**src/rtl/ppu_pixel_mux_if.sv**
```systemverilog
// CPU-side palette port of the PPU pixel mux ($2007 accesses to $3F00-$3FFF).
// The master drives the write strobe, address and data; the slave returns the registered read data.
interface ppu_pixel_mux_if;
    logic       pal_we;
    logic [4:0] pal_addr;
    logic [5:0] pal_wdata;
    logic [5:0] pal_rdata;

    modport master (output pal_we, output pal_addr, output pal_wdata, input pal_rdata);
    modport slave  (input pal_we, input pal_addr, input pal_wdata, output pal_rdata);
endinterface

```
**src/rtl/ppu_pixel_mux.sv**
```systemverilog
// Final PPU dot stage: bg/sprite priority, left clip, sprite-0 hit, palette lookup.
// Optional macro PPU_GRAYSCALE_EN adds a grayscale input that masks rendered colours to 6'h30.
module ppu_pixel_mux (
    input  logic        clk,
    input  logic        reset,
    input  logic [9:0]  x_idx,
    input  logic [9:0]  scanline,
    input  logic [3:0]  bg_pixel,
    input  logic [3:0]  sp_pixel,
    input  logic        sp_priority,
    input  logic        sp_zero,
    input  logic        show_bg,
    input  logic        show_sp,
    input  logic        show_bg_left,
    input  logic        show_sp_left,
`ifdef PPU_GRAYSCALE_EN
    input  logic        grayscale,
`endif
    ppu_pixel_mux_if.slave pal,
    output logic [5:0]  color_out,
    output logic        color_valid,
    output logic [7:0]  out_x,
    output logic [7:0]  out_y,
    output logic        sprite0_hit
);

    // Sprite backdrop entries 0x10/14/18/1C alias the background ones.
    function automatic logic [4:0] pal_mirror(input logic [4:0] a);
        return (a[1:0] == 2'b00) ? {1'b0, a[3:0]} : a;
    endfunction

    logic [5:0] palette [32];
    logic [4:0] wr_addr;

    assign wr_addr = pal_mirror(pal.pal_addr);

    genvar gi;
    generate
        for (gi = 0; gi < 32; gi++) begin : g_entry
            logic [5:0] entry_reg;
            always_ff @(posedge clk) begin
                if (!reset) begin
                    entry_reg <= 6'h00;
                end else if (pal.pal_we && (wr_addr == 5'(gi))) begin
                    entry_reg <= pal.pal_wdata;
                end
            end
            assign palette[gi] = entry_reg;
        end
    endgenerate

    // Stage-1 combinational decode
    logic       visible;
    logic       bg_op;
    logic       sp_op;
    logic       left_col;
    logic [4:0] pix_addr_next;
    logic [7:0] y_next;
    logic [9:0] y_full;

    assign visible  = (scanline >= 10'd1) && (scanline <= 10'd240) && (x_idx < 10'd256);
    assign left_col = (x_idx < 10'd8);
    assign bg_op    = show_bg && !(left_col && !show_bg_left) && (bg_pixel[1:0] != 2'b00);
    assign sp_op    = show_sp && !(left_col && !show_sp_left) && (sp_pixel[1:0] != 2'b00);
    assign y_full   = scanline - 10'd1;
    assign y_next   = y_full[7:0];

    always_comb begin
        pix_addr_next = 5'h00;
        if (sp_op && (!bg_op || !sp_priority)) begin
            pix_addr_next = {1'b1, sp_pixel};
        end else if (bg_op) begin
            pix_addr_next = {1'b0, bg_pixel};
        end
        pix_addr_next = pal_mirror(pix_addr_next);
    end

    logic [4:0] addr_reg;
    logic       valid_reg;
    logic [7:0] x_reg;
    logic [7:0] y_reg;
    logic       gray_reg;
    logic       gray_next;

`ifdef PPU_GRAYSCALE_EN
    assign gray_next = grayscale;
`else
    assign gray_next = 1'b0;
`endif

    always_ff @(posedge clk) begin
        if (!reset) begin
            addr_reg  <= 5'h00;
            valid_reg <= 1'b0;
            x_reg     <= 8'h00;
            y_reg     <= 8'h00;
            gray_reg  <= 1'b0;
        end else begin
            addr_reg  <= pix_addr_next;
            valid_reg <= visible;
            x_reg     <= x_idx[7:0];
            y_reg     <= y_next;
            gray_reg  <= gray_next;
        end
    end

    // Sticky hit; the clear dot lies on a non-visible line so it never races a set.
    always_ff @(posedge clk) begin
        if (!reset) begin
            sprite0_hit <= 1'b0;
        end else if ((scanline == 10'd0) && (x_idx == 10'd1)) begin
            sprite0_hit <= 1'b0;
        end else if (visible && bg_op && sp_op && sp_zero && (x_idx != 10'd255)) begin
            sprite0_hit <= 1'b1;
        end
    end

    logic [5:0] lookup;
    logic [5:0] color_next;

    assign lookup     = palette[addr_reg];
    assign color_next = gray_reg ? (lookup & 6'h30) : lookup;

    always_ff @(posedge clk) begin
        if (!reset) begin
            color_out     <= 6'h00;
            color_valid   <= 1'b0;
            out_x         <= 8'h00;
            out_y         <= 8'h00;
            pal.pal_rdata <= 6'h00;
        end else begin
            color_out     <= color_next;
            color_valid   <= valid_reg;
            out_x         <= x_reg;
            out_y         <= y_reg;
            pal.pal_rdata <= palette[wr_addr];
        end
    end

endmodule

```
**src/flat_wrapper.sv**
```systemverilog
// flat-port wrapper written by rule: the top's interface ports become plain ports
module ppu_pixel_mux_flat 
  (clk, reset, x_idx, scanline, bg_pixel, sp_pixel, sp_priority, sp_zero, show_bg, show_sp, show_bg_left, show_sp_left, color_out, color_valid, out_x, out_y, sprite0_hit, pal_pal_we, pal_pal_addr, pal_pal_wdata, pal_pal_rdata);
  ppu_pixel_mux_if pal_i ();
  input  logic clk;
  input  logic reset;
  input  logic [9:0] x_idx;
  input  logic [9:0] scanline;
  input  logic [3:0] bg_pixel;
  input  logic [3:0] sp_pixel;
  input  logic sp_priority;
  input  logic sp_zero;
  input  logic show_bg;
  input  logic show_sp;
  input  logic show_bg_left;
  input  logic show_sp_left;
  output logic [5:0] color_out;
  output logic color_valid;
  output logic [7:0] out_x;
  output logic [7:0] out_y;
  output logic sprite0_hit;
  input wire logic [$bits(pal_i.pal_we)-1:0] pal_pal_we;
  input wire logic [$bits(pal_i.pal_addr)-1:0] pal_pal_addr;
  input wire logic [$bits(pal_i.pal_wdata)-1:0] pal_pal_wdata;
  output wire logic [$bits(pal_i.pal_rdata)-1:0] pal_pal_rdata;
  assign pal_i.pal_we = pal_pal_we;
  assign pal_i.pal_addr = pal_pal_addr;
  assign pal_i.pal_wdata = pal_pal_wdata;
  assign pal_pal_rdata = pal_i.pal_rdata;
  ppu_pixel_mux u_core (.clk(clk), .reset(reset), .x_idx(x_idx), .scanline(scanline), .bg_pixel(bg_pixel), .sp_pixel(sp_pixel), .sp_priority(sp_priority), .sp_zero(sp_zero), .show_bg(show_bg), .show_sp(show_sp), .show_bg_left(show_bg_left), .show_sp_left(show_sp_left), .pal(pal_i), .color_out(color_out), .color_valid(color_valid), .out_x(out_x), .out_y(out_y), .sprite0_hit(sprite0_hit));
endmodule
```
**config.mk**
```make
export PLATFORM = sky130hd
export DESIGN_NAME = ppu_pixel_mux_flat
export DESIGN_NICKNAME = d
export VERILOG_FILES = /design/src/rtl/ppu_pixel_mux_if.sv /design/src/rtl/ppu_pixel_mux.sv /design/src/flat_wrapper.sv
export SDC_FILE = /design/constraint.sdc
export NUM_CORES = 1
export LEC_CHECK = 0
export BUFFER_PORTS_ARGS = -buffer_cell sky130_fd_sc_hd__buf_2
export CAP_MARGIN = 10
export CORE_AREA = 2 2 184 222
export DETAILED_ROUTE_END_ITERATION = 12
export DIE_AREA = 0 0 186 224
export GPL_TIMING_DRIVEN = 0
export SYNTH_ARGS = -nofsm -noshare
export SYNTH_HDL_FRONTEND = slang
export SYNTH_SLANG_ARGS = --single-unit
```
**constraint.sdc**
```tcl
create_clock -name clk -period 2.8 [get_ports clk]
set_input_delay 0.14 -clock clk [delete_from_list [all_inputs] [get_ports clk]]
set_output_delay 0.14 -clock clk [all_outputs]
set_load 0.02 [all_outputs]
```
Word-level counts from Yosys, hierarchy flattened

Index checks and enable logic that the tools add are counted.
Widths: inputs -> output; s select.

Register bits after elaboration: 244
Input port bits: 48
Output and inout bits: 30
Word-level logic and storage cells: 156

Add/sub/neg operators: 1
Magnitude comparators: 6
Equal/unequal tests: 33
Muxes and demuxes: 9
Bitwise operators: 3
Reduce and logical (&&, ||, !) cells: 61

Operator list:

| operator            | number |
|---|---|
| $eq 5x5->1 const B  | 16 |
| $bmux 6 s5          | 2 |
| $logic_and 1x1->1   | 46 |
| $eq 5x4->1 const B  | 8 |
| $mux 6              | 4 |
| $eq 5x3->1 const B  | 4 |
| $ge 6x6->1 const B  | 2 |
| $not 5->6           | 2 |
| $eq 10x1->1 const B | 1 |
| $eq 5x2->1 const B  | 2 |
| $ge 10x1->1 const B | 1 |
| $le 10x8->1 const B | 1 |
| $logic_not 10->1    | 1 |
| $lt 10x4->1 const B | 1 |
| $lt 10x9->1 const B | 1 |
| $mux 5              | 2 |
| $ne 10x8->1 const B | 1 |
| $sub 8x1->8 const B | 1 |
| $logic_not 1->1     | 6 |
| $eq 5x1->1 const B  | 1 |
| $logic_not 5->1     | 1 |
| $logic_not 2->1     | 2 |
| $mux 4              | 1 |
| $reduce_bool 2->1   | 2 |
| other kinds (3)     | 4 |

Logic depth before layout (Yosys ltp)

Gate-level depths: netlist (run 1).

Depth after elaboration: 11
Mapped depth: 7
Mapped depth without buffers: 7

Least setup slack after synthesis (run 1)

Ideal clock, no wire load.

Kind: flip-flop to flip-flop
Start: register u_core.addr_reg[1]
End: register u_core.color_out[4]
Setup time: 0.144 ns
Data arrival time: 1.573 ns
Data required time: 2.656 ns
Slack: 1.083 ns
Cell stages (with the launch flop): 7
Buffers on the path: 2
Clock period less this slack: 1.717 ns
Cells stage by stage: dfxtp_1 -> buf_4 -> buf_4 -> mux4_2 -> mux2_2 -> o221ai_1 -> a41oi_1

Cells in the longest elaborated chain, start to end: 4

Ends and longest elaborated chain:

| what                                      | RTL line             | source |
|---|---|---|
| from (decl)                               | ppu_pixel_mux.sv:78  | `logic [4:0] addr_reg;` |
| from (signal assigned)                    | ppu_pixel_mux.sv:99  | `addr_reg <= pix_addr_next;` |
| $not 5->6 (not written as such)           | ppu_pixel_mux.sv:121 | `assign lookup = palette[addr_reg];` |
| $bmux 6 s5                                | ppu_pixel_mux.sv:121 |  |
| $mux 6 (not written as such) (2 in a row) | ppu_pixel_mux.sv:121 |  |
| to (signal assigned)                      | ppu_pixel_mux.sv:132 | `color_out <= color_next;` |
| to (decl)                                 | ppu_pixel_mux.sv:20  | `output logic [5:0] color_out,` |

Every way passes these cells. The select of a mux whose other input is x is not followed.
A chain may end at the register's enable or synchronous reset.

Worst setup path after layout (run 1)

Ends and elaborated chain as after synthesis.

==> results of run 1 <==
==> critical path: stages, from the launching register on <==
cell      delay [ns]
dfxtp_1         0.48
buf_4           0.34
buf_4           0.33
mux4_2          0.33
mux2_2          0.29
o221ai_1        0.48
a41oi_1         0.17
==> placed cells by master, fill, tap and decap left out, types with 4 or more instances in the layout <==
master	netlist	routed
clkbuf_1	53	56
nor2_1	127	127
nor2b_1	5	5
a22oi_1	7	7
buf_6	6	6
a41oi_1	5	5
mux4_1	5	5
a21oi_1	77	77
nand2_1	101	101
buf_1	6	6
mux4_2	79	79
mux2_2	13	13
mux2i_1	130	130
clkinv_2	0	4
nand3_1	66	66
o22ai_1	4	4
nor3_1	5	5
xnor2_1	4	4
nor2_2	11	11
nand2b_1	5	5
clkbuf_16	0	27
a31oi_1	4	4
clkbuf_8	0	5
buf_2	19	89
o221ai_1	5	5
a2111oi_0	4	4
o21ai_0	20	20
and2_1	55	55
dlygate4sd3_1	0	27
bufinv_16	0	5
buf_4	11	11
dfxtp_1	244	244
nor3_4	4	4
==> worst min-delay path by stage <==
stage | from | to | slack (ns)
after floorplan | scanline[0] | u_core.y_reg[0] | 0.21
after global placement | scanline[0] | u_core.y_reg[0] | 0.37
after detailed placement | scanline[0] | u_core.y_reg[0] | 0.36
after CTS | scanline[8] | u_core.valid_reg | 0.06
after global routing | scanline[8] | u_core.valid_reg | 0.08
final | pal_pal_wdata[0] | u_core.g_entry[8].entry_reg[0] | 0.07
==> synth_stat cells (all sizes together), types with 3 or more instances <==
| library cell | number | area share [%] |
|---|---|---|
| buf | 43 | 2.5 |
| a22oi | 7 | 0.45 |
| a31oi | 4 | 0.21 |
| o221ai | 5 | 0.37 |
| xnor2 | 4 | 0.30 |
| nand2b | 5 | 0.27 |
| mux2 | 13 | 1.3 |
| mux4 | 84 | 16 |
| o22ai | 4 | 0.21 |
| nand2 | 101 | 3.2 |
| o31ai | 3 | 0.19 |
| and2 | 55 | 2.9 |
| mux2i | 130 | 11 |
| nor3b | 3 | 0.29 |
| inv | 4 | 0.13 |
| nand3 | 66 | 2.8 |
| nor3 | 9 | 0.77 |
| a2111oi | 4 | 0.30 |
| nand4b | 4 | 0.69 |
| nor2b | 5 | 0.27 |
| clkbuf | 53 | 1.7 |
| o21ai | 22 | 0.94 |
| dfxtp | 244 | 42 |
| a41oi | 5 | 0.37 |
| or2 | 3 | 0.16 |
| nand4 | 4 | 0.34 |
| a211oi | 3 | 0.19 |
| nor2 | 138 | 4.7 |
| a21oi | 77 | 3.3 |
==> through the flow <==
stage | setup WS (ns) | cells | area (um2) | hold slack (ns)
after global routing | 0.0993 | 1804 | 13900 | 0.0778
after floorplan | 1.08 | 1126 | 11700 | 0.212
final | 0.176 | 1804 | 13900 | 0.0657
after global placement | -0.130 | 1729 | 12700 | 0.373
after detailed placement | -0.0536 | 1729 | 12700 | 0.361
after CTS | 0.305 | 1804 | 13900 | 0.0646
==> per-layer routing <==
layer  vias to the layer above  GRT usage, %  part of all wire, %
li1                       4303             -                    -
met2                       484          31.9                   47
met1                      4668          23.7                   39
met3                       122          2.70                  7.2
met5                         -             0                    0
met4                         0          11.5                  6.5
==> logic make-up after synthesis <==
logic type,synth area share [%]
fa+ha+maj,0.214
mux,28.7
compound gates,7.44
buf+inv,4.29
xor+xnor,0.450
flops,41.8
simple gates,17.0
==> power breakdown <==
group,internal [mW],switching [mW]
sequential,3.53,0.0287
combinational,0.263,0.512
clock,2.35,1.51
total,6.15,2.05
==> cell type report <==
cell class / instances / area [um2]
Tap cell: 533 / 667
Inverter: 4 / 15.0
Multi-Input combinational cell: 782 / 6300
Timing Repair Buffer: 97 / 621
Clock inverter: 13 / 201
Fill cell: 3941 / 25600
Sequential cell: 244 / 4880
Clock buffer: 35 / 756
Buffer: 96 / 487
==> out/results.txt, run 1 <==
Largest net degree at the start of global routing: 15
Max clock buf depth: 3
N_diodes: 0
Post-Route Skew: 0.0146 ns
Worst Hold Class: in2reg
Post-DP HPWL: 29200 um
Leak pwr: 4.95 nW
Relative slew slack: 20.7%
Reg2Reg Depth: 6
Cell variety after synth: 57
Worst-skew pair later-pin latency: 0.56 ns
Drt initial violations: 798
# IOs: 78
Worst Setup End Kind: register
Setup Fix Bufs, Post-CTS: 0
Post-layout min period: 2.62 ns
Layout cells sized above 1: 21.1%
VDD IR max: 0.425 mV
Setup crit start kind: register
Clock sinks: 244
Fmax: 381 MHz
Worst-path clk slew: 0.07 ns
# port buffers: 70
FF+latch count, synth: 244
GP Congestion: 0.963
RSZ-0062 raised after global routing: no
CTS tree: yes
Syn avg cell area: 10.4 um2
Setup violators final: 0
Gr usage total: 19.3%
Req. time, crit path: 3.16 ns
PostCTS Resize Cnt: 0
Drt drc: 0
Sequential area share after synthesis: 41.8%
Slew @ Worst Pin: 1.16 ns
Crit path capture: u_core.color_out[4]
Full die area: 41700 um2
Core Rows: 80
Drt pass-1 iters: 5
Vias in the first global route: 9430
RR Endpoint: u_core.color_out[4]
Worst-path fanout max: 10
Pins over their slew limit: 0
Total grt overflow: 0
Largest register FFs: 192
Syn Inst Count: 1126
CP Class: reg2reg
Top FF cell, synth: dfxtp_1
Tot Pwr: 8.20 mW
Ys async rst share: 0%
Area Overhead vs Synth: 19.2%
CORE AREA: 39500 um2
Reg2reg setup slack: 0.18 ns
Fin nets: 1301
Hold path depth: 3
Vias/cell: 5.31
Post-DRT Antenna Nets: 0
First-pass GRT wire length: 59800 um
Starting Density: 29.6%
H-tree level count: 1
Die W: 186 um
Worst EP arrival: 2.98 ns
CTS Root Cell: clkbuf_16
Syn nets: 1176
Synth warn: 0
Initial antenna violation count: 0
Setup_tns: 0 ns
Die span in y: 224 um
Number of synthesized flops with an enable pin: 0
Post-Syn Area: 11700 um2
RR Startpoint: u_core.addr_reg[1]
Num CTS Buffers: 26
Util after Layout: 35.2%
Crit path from: u_core.addr_reg[1]
Power Dens Cells: 588 nW/um2
Wire length per cell: 22.4 um
Outcome: finished clean
Vias post-DR: 9577
Final Cycle Share: 93.7%
Cts-stage hold buffer count: 27
Final hold violation count: 0
Max-cap violation count: 0
Routed wire length: 40500 um
No activity file was read; power rests on OpenSTA's default activity.
==> inputs of run 2 (changes only) <==
--- a/config.mk
+++ b/config.mk
@@ -8,6 +8,7 @@
 export BUFFER_PORTS_ARGS = -buffer_cell sky130_fd_sc_hd__buf_2
 export CAP_MARGIN = 10
 export CORE_AREA = 2 2 184 222
+export CTS_BUF_LIST = sky130_fd_sc_hd__clkbuf_8
 export DETAILED_ROUTE_END_ITERATION = 12
 export DIE_AREA = 0 0 186 224
 export GPL_TIMING_DRIVEN = 0
==> run 2 against run 1 <==
Routed wire length up 0.70%. Sequential share of layout area is 0.30 points higher. Sequential power hardly changed. Count of clock-buffer cells in the layout grew 15. Critical endpoint is now u_core.pal.pal_rdata[2]. Largest cell class unchanged.
==> out/results.txt, run 2 (same netlist as run 1, synthesis figures left out) <==
# IOs: 78
Max clock buf depth: 3
Gr busiest metal: met2
Worst-path clk slew: 0.07 ns
Setup violators final: 0
Hold path depth: 5
Final hold violation count: 0
CTS Root Cell: clkbuf_8
Setup crit start kind: register
CP peak stage delay: 1.06 ns
Fillers: 3967
CP max stage cell: a2111oi_0
CTS tree: yes
Num CTS Buffers: 40
Gr usage total: 19.4%
VDD IR max: 0.254 mV
Post-layout min period: 2.64 ns
Worst-path fanout max: 3
Wire length per cell: 22.3 um
First-pass GRT wire length: 59900 um
Most frequent cells in the layout: dfxtp_1 (244), mux2i_1 (130), nor2_1 (127)
GP Congestion: 0.963
Routed wire length: 40800 um
Outcome: finished clean
Worst EP arrival: 3.01 ns
Post-DRT Antenna Nets: 0
# port buffers: 70
Worst-skew pair later-pin latency: 0.59 ns
M2 GR Usage: 32.0%
CP Buf/Inv Count: 0
Setup_tns: 0 ns
Final Cycle Share: 94.1%
Leak pwr: 4.96 nW
Drt initial violations: 900
Req. time, crit path: 3.18 ns
Design Area, Final: 13800 um2
CP Class: reg2reg
Die span in y: 224 um
Clock sinks: 244
Pins over their slew limit: 0
Post-Place Cells: 1729
CORE AREA: 39500 um2
Full die area: 41700 um2
Largest register FFs: 192
Drt pass-1 iters: 5
Worst Hold Class: in2reg
Drt drc: 0
Largest net degree at the start of global routing: 11
Area Overhead vs Synth: 18.2%
Top delay family on crit path: compound AO/OA/AOI/OAI gates
Post-DP Area: 12700 um2
Vias post-DR: 9767
Vias/cell: 5.33
Layout cells sized above 1: 22.0%
Post-Route Skew: 0.0211 ns
Worst path depth: 5
Relative slew slack: 7.63%
Util after Layout: 34.9%
Core Rows: 80
Commonest non-fill, non-tap cell in the layout: dfxtp_1
Fin nets: 1317
Initial antenna violation count: 0
Grt met3 use: 3.24%
Sequence of cells on the critical path: mux4_2 -> mux2i_1 -> nor2_1 -> a2111oi_0 -> a21oi_1
Reg2Reg Depth: 5
H-tree level count: 2
Vias in the first global route: 9508
WHS: 0.0523 ns
Die W: 186 um
Worst Setup End Kind: register
Slew @ Worst Pin: 1.35 ns
Post-DP HPWL: 29200 um
Starting Density: 29.6%
RSZ-0062 raised after global routing: no
Total grt overflow: 0
Met1 GRT Util: 23.5%
Power Dens Cells: 548 nW/um2
Post-Layout Cell Count: 1831
Fmax: 380 MHz
Max-cap violation count: 0
Setup Fix Bufs, Post-CTS: 0
[run 2: cell types whose count changed in the layout (fill, tap and decap cells not counted), moves of 3 or more]
cell,before,now
bufinv_16,5,1
clkbuf_1,56,53
clkbuf_8,5,50
clkinv_2,4,9
inv_1,3,13
clkbuf_16,27,0
clkinvlp_4,3,0
[run 2: tightest hold or removal path, stage by stage]
cell	delay, ns
buf_2	0.08
nor4_1	0.06
o21ai_0	0.08
a31oi_1	0.06
and2_1	0.15
[run 2: power by group]
part | total, mW | switching, mW | internal, mW
registers | 3.56 | 0.0287 | 3.53
clock network | 3.23 | 1.52 | 1.72
logic | 0.781 | 0.516 | 0.265
[run 2: worst paths after layout]
kind,start,to,slack [ns]
max,u_core.g_entry[7].entry_reg[2],u_core.pal.pal_rdata[2],0.16
min,scanline[8],u_core.valid_reg,0.05
max reg2reg,u_core.g_entry[7].entry_reg[2],u_core.pal.pal_rdata[2],0.16
min reg2reg,u_core.y_reg[4],u_core.out_y[4],0.43
[run 2: metal layers]
layer / up-vias / wire length [um]
li1: 4353 / -
met1: 4748 / 16000
met2: 540 / 19200
met3: 126 / 2940
met4: 0 / 2610
met5: - / 0
[run 2: final cells by class]
type	count	area, um2	area share, %
clock inverters	22	130	0.942
clock buffers	50	688	4.98
plain buffers	96	487	3.52
well taps	533	667	4.83
diodes	1	2.50	0.0181
repair buffers	99	641	4.64
multi-input cells	782	6300	45.6
flip-flops and latches	244	4880	35.4
inverters	4	15.0	0.109
[run 2: stage by stage]
stage | power [mW] | setup WS [ns]
6_report | 7.57 | 0.165
5_1_grt | 7.80 | 0.247
4_1_cts | 7.62 | 0.315
3_5_place_dp | 4.37 | -0.0536
3_3_place_gp | 4.36 | -0.130
2_1_floorplan | 4.08 | 1.08
[run 2: what timing repair did]
action                                 CTS  global route
endpoints found under the hold margin   22             0
hold buffers                            29             0
resized for setup                        0             0
